## src/rtl/multi_sequencer.sv

```systemverilog
// Step sequencer and run-control block for the multicycle MIPS core.
// Owns the per-instruction step counter, inserts memory wait-states,
// provides free-run / single-step control and stops on halt or faults.
// `advance` gates every architectural write enable in the datapath.
module multi_sequencer #(
    parameter int WAIT_MAX = 15,
    parameter int CNT_W    = 32
) (
    input  logic             clk,
    input  logic             rst,
    input  logic             run_en,
    input  logic             step_req,
    input  logic             clear,
    input  logic             next_ins,
    input  logic             mem_req,
    input  logic             mem_ready,
    input  logic             halt_op,
    output logic [2:0]       state,
    output logic             advance,
    output logic             running,
    output logic             halted,
    output logic [1:0]       fault,
    output logic             step_ack,
    output logic [CNT_W-1:0] instr_count,
    output logic [CNT_W-1:0] cycle_count
);

    typedef enum logic [1:0] {
        MODE_IDLE   = 2'd0,
        MODE_RUN    = 2'd1,
        MODE_HALTED = 2'd2,
        MODE_FAULT  = 2'd3
    } mode_t;

    localparam logic [1:0]       FAULT_NONE    = 2'd0;
    localparam logic [1:0]       FAULT_TIMEOUT = 2'd1;
    localparam logic [1:0]       FAULT_OVERFLOW = 2'd2;
    // Wait-counter value seen on the WAIT_MAX-th consecutive wait cycle.
    localparam logic [7:0]       WAIT_LAST     = 8'(WAIT_MAX - 1);
    localparam logic [CNT_W-1:0] CNT_ONE       = CNT_W'(1);

    mode_t            mode_reg, mode_next;
    logic [2:0]       state_reg, state_next;
    logic             single_reg, single_next;
    logic [7:0]       wcnt_reg, wcnt_next;
    logic [1:0]       fault_reg, fault_next;
    logic             step_ack_reg, step_ack_next;
    logic [CNT_W-1:0] instr_count_reg, instr_count_next;
    logic [CNT_W-1:0] cycle_count_reg, cycle_count_next;

    logic mem_wait;

    assign mem_wait = mem_req & ~mem_ready;

    // Commit strobe: only in RUN and only when memory is not stalling the step.
    assign advance     = (mode_reg == MODE_RUN) && !mem_wait;
    assign running     = (mode_reg == MODE_RUN);
    assign halted      = (mode_reg == MODE_HALTED);
    assign state       = state_reg;
    assign fault       = fault_reg;
    assign step_ack    = step_ack_reg;
    assign instr_count = instr_count_reg;
    assign cycle_count = cycle_count_reg;

    // State register with asynchronous reset; reset aborts any in-flight instruction.
    always_ff @(posedge clk or posedge rst) begin
        if (rst) begin
            mode_reg        <= MODE_IDLE;
            state_reg       <= 3'd0;
            single_reg      <= 1'b0;
            wcnt_reg        <= 8'd0;
            fault_reg       <= FAULT_NONE;
            step_ack_reg    <= 1'b0;
            instr_count_reg <= '0;
            cycle_count_reg <= '0;
        end else begin
            mode_reg        <= mode_next;
            state_reg       <= state_next;
            single_reg      <= single_next;
            wcnt_reg        <= wcnt_next;
            fault_reg       <= fault_next;
            step_ack_reg    <= step_ack_next;
            instr_count_reg <= instr_count_next;
            cycle_count_reg <= cycle_count_next;
        end
    end

    // Next-state logic: mode transitions, step sequencing, wait/timeout and counters.
    always_comb begin
        mode_next        = mode_reg;
        state_next       = state_reg;
        single_next      = single_reg;
        wcnt_next        = wcnt_reg;
        fault_next       = fault_reg;
        step_ack_next    = 1'b0;
        instr_count_next = instr_count_reg;
        cycle_count_next = cycle_count_reg;

        case (mode_reg)
            MODE_IDLE: begin
                // run_en wins over step_req.
                if (run_en) begin
                    mode_next   = MODE_RUN;
                    single_next = 1'b0;
                end else if (step_req) begin
                    mode_next   = MODE_RUN;
                    single_next = 1'b1;
                end
            end

            MODE_RUN: begin
                cycle_count_next = cycle_count_reg + CNT_ONE;
                if (mem_wait) begin
                    wcnt_next = wcnt_reg + 8'd1;
                    if (wcnt_reg == WAIT_LAST) begin
                        mode_next  = MODE_FAULT;
                        fault_next = FAULT_TIMEOUT;
                    end
                end else begin
                    wcnt_next = 8'd0;
                    if (next_ins) begin
                        state_next       = 3'd0;
                        instr_count_next = instr_count_reg + CNT_ONE;
                        if (halt_op) begin
                            mode_next = MODE_HALTED;
                        end else if (single_reg) begin
                            mode_next     = MODE_IDLE;
                            step_ack_next = 1'b1;
                            single_next   = 1'b0;
                        end else if (!run_en) begin
                            // run_en is only honoured at an instruction boundary.
                            mode_next = MODE_IDLE;
                        end
                    end else if (state_reg == 3'd7) begin
                        // No room for another step: controller lost track of the boundary.
                        mode_next  = MODE_FAULT;
                        fault_next = FAULT_OVERFLOW;
                    end else begin
                        state_next = state_reg + 3'd1;
                    end
                end
            end

            MODE_HALTED, MODE_FAULT: begin
                // Counters are preserved across clear so software can inspect them.
                if (clear) begin
                    mode_next  = MODE_IDLE;
                    state_next = 3'd0;
                    fault_next = FAULT_NONE;
                    wcnt_next  = 8'd0;
                end
            end

            default: begin
                mode_next = MODE_IDLE;
            end
        endcase
    end

endmodule

```

## config.mk

```make
export PLATFORM = sky130hd
export DESIGN_NAME = multi_sequencer
export DESIGN_NICKNAME = d
export VERILOG_FILES = /design/src/rtl/multi_sequencer.sv
export SDC_FILE = /design/constraint.sdc
export NUM_CORES = 1
export LEC_CHECK = 0
export ABC_AREA = 1
export CAP_MARGIN = 15
export CORE_ASPECT_RATIO = 0.9
export CORE_MARGIN = 2
export CORE_UTILIZATION = 53
export CTS_CLUSTER_SIZE = 16
export DETAILED_ROUTE_END_ITERATION = 8
export HOLD_SLACK_MARGIN = 0.05
export PLACE_DENSITY_LB_ADDON = 0.25
export SLEW_MARGIN = 10
export SYNTH_ARGS = -nofsm -noshare
export SYNTH_HDL_FRONTEND = slang
export SYNTH_SLANG_ARGS = --single-unit
```

## constraint.sdc

```tcl
create_clock -name clk -period 3.5 [get_ports clk]
set_input_delay 0.7 -clock clk [delete_from_list [all_inputs] [get_ports clk]]
set_output_delay 0.7 -clock clk [all_outputs]
set_load 0.005 [all_outputs]
```

[After elaboration in Yosys (flattened, before gate mapping)]
Cells that the tools add are included.
Cells by class
  bitwise operators: 3
  reduce and logical (&&, ||, !) cells: 12
  equal/unequal tests: 16
  $add $sub $neg: 4
  mux-type cells: 35
Operators with widths (count)
  32-bit by 1-bit adder with 32-bit output (second input constant): 2
  2-bit two-way mux: 14
  8-bit two-way mux: 2
  8-bit case mux with 2 select lines: 1
  5-bit AND reduction: 3
  3-bit two-way mux: 4
  1-bit two-way mux: 10
  8-bit by 1-bit adder with 8-bit output (second input constant): 1
  8-bit by 4-bit == test with 1-bit output (second input constant): 1
  2-bit inequality test (second input constant): 4
  3-bit by 2-bit inequality test with 1-bit output (second input constant): 2
  3-bit inequality test (second input constant): 2
  6-bit by 4-bit inequality test with 1-bit output (second input constant): 1
  2-bit case mux with 3 select lines: 1
  3-bit case mux with 2 select lines: 1
  2-bit == test (second input constant): 2
  4-bit by 2-bit inequality test with 1-bit output (second input constant): 1
  2-bit case mux with 2 select lines: 1
  4-bit AND reduction: 1
  2-bit nonzero test: 2
  3-bit by 1-bit adder with 3-bit output (second input constant): 1
  3-bit == test (second input constant): 1
  3-bit by 1-bit inequality test with 1-bit output (second input constant): 1
  3-bit AND reduction: 1
  9 further kinds: 10
Word-level totals
  register bits: 81
  bits of input ports: 9
  logic and storage cells: 78
  output and inout port bits: 73

[Depth between registers and ports, before layout]
Gate-level depths: netlist (run 1).
  word-level depth: 6
  mapped depth: 11
  depth with buffers taken out: 9

[Worst setup path after synthesis (run 1)]
Ideal clock, no wire load.
  path type: input to output
  start: in mem_req
  end: out advance
  data required time: 2.800 ns
  path slack: 1.749 ns
  buffers on the path: 0
  stages: 3
  arrival time: 1.051 ns
  path through: inv_1 > nor2_1 > nor2_1
Between the ends
  word-level cells in the longest chain between the ends: 3
Ends and longest elaborated chain
  start, declared: RTL line 15  | input logic mem_req,
  1-bit bitwise AND: RTL line 53  | assign mem_wait = mem_req & ~mem_ready;
  1-bit logical NOT: RTL line 56  | assign advance = (mode_reg == MODE_RUN) && !mem_wait;
  1-bit logical AND: RTL line 56
  end, declared: RTL line 19  | output logic advance,
No other way between the ends.

[Worst setup path in the final report (run 1)]
  start: reg mode_reg[1]
  end: out advance
Between the ends
  word-level cells in the longest chain between the ends: 2
Ends and longest elaborated chain
  start, declared: RTL line 42  | mode_t mode_reg, mode_next;
  start signal, assigned: RTL line 77  | mode_reg <= mode_next;
  2-bit by 1-bit == test with 1-bit output: RTL line 56
  1-bit logical AND: RTL line 56
No other way between the ends.

==> flow_summary.toml, run 1 <==
[pwr]
p_seq_frac = 0.441
p_sw_uw = 861
sw_frac_of_total = 0.322
power.leakage_uw = 0.00276
power_uw = 2680
power_frac_comb = 0.266
p_clk_frac = 0.293
ir_worst_vdd_uv = 304
p_per_area_nw_per_um2 = 464
p_int_uw = 1820

[critical_path]
endpoint_kind = "output pin"
worstPathMaxFanout = 11
startpoint_type = "flop"
worstSetupPathType = "reg -> out"
worstPathRequired_ns = 2.80
crit_arrival_ns = 2.12

[floorplanning]
die_w_um = 102
die_y_um = 92.5
row_count = 32
initial_utilization = 0.540
ios = 82
core_area_um2 = 8530
dieArea_um2 = 9460

[clocking]
clkSinkCount = 81
htreeDepth = 3
clock_path_buffers = 2
cts-hold-fix-buffers = 0
clk_pin_slew_ns = 0.08
cts_tree = "built"
post_cts_buffers = 0
insertion_delay_ns = 0.36
ctsResizeCount = 0
cts_buffers = 9
cts_root_buffer = "clkbuf_8"

[logic_synthesis]
synthArstFlopShare = 1.00
synth-seq-area-share = 0.440
ys_types = 30
synthFlopType = "dfrtp_1"
ys_warn_count = 0
synth_edf_count = 0
syn_nets = 619
synth_cells = 604
avgSynthCellArea_um2 = 7.63
synth_area_um2 = 4610
ys_ff_latch = 81

[timing]
setup_tns_ns = 0
finalCritPeriodShare = 0.807
max_slew.worst_pin.slew_ns = 0.958
relSlewSlack = 0.360
max_freq_mhz = 354
drv_slew = 0
min_period_ns = 2.82
rsz0062_at_grt = "no"
finalSetupViolCount = 0
skew_ns = 0.0109
hold_viol_final = 0

[run_status]
outcome = "finished, final reports clean"

[routing]
wl_per_cell_um = 12.6
dr.pass1.iters = 4
via_count = 4095
routed_wl_um = 10300
vias_per_cell = 5.01
drc = 0
detail_route.iter0.violations = 116
ant_nets = 0

[min_path]
min_path_type = "reg -> reg"

[place]
dpl.cell_count = 802
numPortBuffers = 81
hpwl_um = 7910
dpl_cell_area_um2 = 5540
place.gp.congestion = 0.888

[finish]
fin_nets = 709
final_area_um2 = 5770
final-instance-count-excl-fill = 818
diodes = 0
fin_util = 0.676
layout-drive-gt1-share = 0.0658
syn_to_final_growth_pct = 25.1

[grt]
track_usage = 0.234
grt_max_degree = 47
antenna_found_initial = 0
gr-total-overflow = 0
grt_pass1_vias = 3935
grt_first_pass_wirelength_um = 17500

[run]
max-cap-violations = 0
==> area by class of cell <==
| cell class | count | area, um2 |
|---|---|---|
| inverter | 74 | 283 |
| clock inverter | 4 | 75.1 |
| tap | 119 | 149 |
| sequential | 81 | 2030 |
| timing repair buffer | 84 | 833 |
| multi-input combinational | 444 | 2240 |
| fill | 726 | 2760 |
| clock buffer | 12 | 155 |
==> path summary, 6_finish.rpt <==
| kind | from | end | slack, ns | cells after the start |
|---|---|---|---|---|
| worst min register to register | fault[1] | fault[1] | 0.51 | 2 |
| worst max register to register | mode_reg[1] | wcnt_reg[6] | 1.24 | 8 |
| worst max-delay path | mode_reg[1] | advance | 0.68 | 4 |
| worst min-delay path | fault[1] | fault[1] | 0.51 | 2 |
| min in group asynchronous | rst | state[0] | 0.88 | 2 |
| max in group asynchronous | rst | cycle_count[23] | 1.84 | 3 |
==> layout by cell type, fill, tap and decap left out, types with 2 or more instances in the layout <==
master | synthesis | final
a21oi_1 | 4 | 4
buf_4 | 1 | 3
ha_1 | 6 | 6
inv_1 | 72 | 71
nor2_4 | 7 | 7
nand3_1 | 44 | 44
nor3_1 | 8 | 8
o21ai_0 | 12 | 12
clkbuf_8 | 0 | 11
nand2_1 | 199 | 199
nor2_2 | 5 | 5
nor2_1 | 83 | 83
nand2_4 | 3 | 3
xor2_1 | 17 | 17
clkdlybuf4s50_1 | 0 | 81
xnor2_1 | 15 | 15
nand4_1 | 16 | 16
nand3_4 | 2 | 2
nand2_2 | 2 | 2
dfrtp_1 | 81 | 81
nor2_8 | 3 | 3
nand3b_1 | 12 | 12
bufinv_16 | 0 | 2
inv_2 | 1 | 2
clkinvlp_4 | 0 | 2
==> per-stage QoR <==
step	setup slack [ns]	hold WS, ns
floorplan	0.720	0.475
global placement	0.798	0.499
detailed placement	0.748	0.502
CTS	0.658	0.514
global route	0.569	0.554
finish	0.675	0.508
==> cell families after synthesis <==
kind of cell / after synthesis / share of synthesized area
DFF: 81 / 0.440
adders and majority gates: 6 / 0.0163
xor gates and xnor gates: 32 / 0.0608
and+or+nand+nor: 388 / 0.389
AOI/OAI and AO/OA: 18 / 0.0204
buffers and inverters: 79 / 0.0736
==> routing by layer <==
metal	vias up	track usage	wire, um	share of wire
met5	-	0	0	0
met4	0	0.0644	139	0.014
met3	14	0.0581	509	0.049
met2	98	0.384	4960	0.48
met1	1912	0.307	4680	0.45
li1	2071	-	-	-
==> cells in the mapped netlist, types with 2 or more instances <==
| cell type | instances | area share |
|---|---|---|
| nand2_4 | 3 | 0.0073 |
| o21ai_0 | 12 | 0.013 |
| nand2_1 | 199 | 0.16 |
| nand3_4 | 2 | 0.0076 |
| inv_1 | 72 | 0.059 |
| ha_1 | 6 | 0.016 |
| a21oi_1 | 4 | 0.0043 |
| nor2_2 | 5 | 0.0068 |
| nand3_1 | 44 | 0.048 |
| nand4_1 | 16 | 0.022 |
| nor3_1 | 8 | 0.0087 |
| xnor2_1 | 15 | 0.029 |
| xor2_1 | 17 | 0.032 |
| buf_6 | 3 | 0.0073 |
| nand2_2 | 2 | 0.0027 |
| dfrtp_1 | 81 | 0.44 |
| nand3b_1 | 12 | 0.020 |
| nor2_1 | 83 | 0.068 |
| nor2_4 | 7 | 0.017 |
| nor2_8 | 3 | 0.013 |
==> power by group through the flow <==
stage	clock network [uW]	logic [uW]	registers [uW]
floorplan	0	480	1160
global placement	0	696	1190
detailed placement	0	723	1200
CTS	803	724	1180
global route	842	797	1200
finish	785	713	1180
==> critical path, cell delays in order (launching register included) <==
cell	delay, ns
dfrtp_1	0.64
clkinv_4	0.15
nand2_1	0.42
nor2_1	0.10
clkdlybuf4s50_1	0.46
No activity file was read; power rests on OpenSTA's default activity.
==> inputs of run 2 (changes only) <==
- clock period: 3.5 -> 2.95 ns (I/O delays scaled with it)
==> run 2 against run 1 <==
Sequential cell count stayed put; worst setup slack worse by 0.29 ns; cell area is 0.76% lower; wire length is 1.9% higher; critical endpoint unchanged.
==> flow_summary.toml, run 2 (synthesized netlist as in run 1, its figures left out) <==
[place]
hpwl_um = 7990
dpl.cell_count = 802
place.gp.congestion = 0.892
numPortBuffers = 81

[grt]
grt_pass1_vias = 4044
gr-total-overflow = 0
antenna_found_initial = 0
track_usage = 0.236
grt_first_pass_wirelength_um = 17900
grt_max_degree = 32

[floorplanning]
die_y_um = 92.5
row_count = 32
dieArea_um2 = 9460
die_w_um = 102
core_area_um2 = 8530
ios = 82
initial_utilization = 0.540

[min_path]
min_path_type = "reg -> reg"

[clocking]
insertion_delay_ns = 0.36
cts_root_buffer = "clkbuf_8"
post_cts_buffers = 0
ctsResizeCount = 0
cts_tree = "built"
htreeDepth = 3
cts_buffers = 9
clock_path_buffers = 2
clk_pin_slew_ns = 0.08
cts-hold-fix-buffers = 0
clkSinkCount = 81

[pwr]
power.leakage_uw = 0.00274
p_per_area_nw_per_um2 = 522
power_uw = 2990
ir_worst_vdd_uv = 286

[timing]
max_slew.worst_pin.slew_ns = 0.592
drv_slew = 0
rsz0062_at_grt = "no"
whs_ns = 0.522
relSlewSlack = 0.602
max_freq_mhz = 390
finalCritPeriodShare = 0.868
min_period_ns = 2.56
skew_ns = 0.0148
setup_tns_ns = 0
finalSetupViolCount = 0
hold_viol_final = 0

[finish]
layout-drive-gt1-share = 0.0644
layout_common_cells = "nand2_1, nor2_1, dfrtp_1, clkdlybuf4s50_1, inv_1"
diodes = 0
final_common_cell = "nand2_1"
fin_nets = 709
syn_to_final_growth_pct = 24.1
final-instance-count-excl-fill = 818

[routing]
wl_per_cell_um = 12.8
drc = 0
ant_nets = 0
via_count = 4097
routed_wl_um = 10500
vias_per_cell = 5.01
detail_route.iter0.violations = 157
dr.pass1.iters = 4

[critical_path]
worstPathMaxFanout = 4
worstPathRequired_ns = 2.36
startpoint_type = "primary input"
endpoint_kind = "output pin"
crit_arrival_ns = 1.97
worstSetupPathType = "in -> out"

[run]
max-cap-violations = 0

[run_status]
outcome = "finished, final reports clean"
-- run 2: cell count changes in the layout (fill, tap and decap cells not counted), sizes merged --
cell and change:
bufinv -2, clkinv +2
-- run 2: layer usage --
| metal | global-route usage | share of wire | vias to the layer above |
|---|---|---|---|
| li1 | - | - | 2067 |
| met5 | 0 | 0 | - |
| met1 | 0.313 | 0.47 | 1906 |
| met2 | 0.389 | 0.47 | 111 |
| met4 | 0.0778 | 0.013 | 0 |
| met3 | 0.0460 | 0.044 | 13 |
-- run 2: where the power goes --
part           leakage (uW)  switching, uW  total, uW  internal, uW
Sequential          0.00110            157       1400          1240
Clock             0.0000826            396        725           329
Combinational       0.00156            464        866           402
-- run 2: worst max-delay path, stage by stage --
cell             delay (ns)
clkdlybuf4s50_1        0.47
inv_1                  0.04
nor2_1                 0.30
nor2_1                 0.10
clkdlybuf4s50_1        0.47
-- run 2: layout make-up --
type | instances | area (um2)
Fill cell | 735 | 2810
Multi-Input combinational cell | 444 | 2240
Sequential cell | 81 | 2030
Timing Repair Buffer | 84 | 846
Inverter | 74 | 283
Tap cell | 119 | 149
Clock buffer | 12 | 145
Clock inverter | 4 | 28.8
-- run 2: through the flow --
step                      cell area [um2]  setup slack [ns]   util
after CTS                            5720             0.405  0.671
final                                5720             0.388  0.671
after detailed placement             5550             0.405  0.651
after floorplan                      4610             0.280      -
after global placement               5550             0.473  0.651
after global routing                 5720             0.298  0.671
-- run 2: final timing paths --
path | to | from | depth (start not counted) | slack [ns]
worst max-delay path | advance | mem_req | 5 | 0.39
worst min-delay path | fault[1] | fault[1] | 2 | 0.52
worst max register to register | wcnt_reg[6] | mode_reg[1] | 8 | 1.01
worst min register to register | fault[1] | fault[1] | 2 | 0.52
max in group asynchronous | cycle_count[11] | rst | 3 | 1.58
min in group asynchronous | instr_count[7] | rst | 2 | 0.63
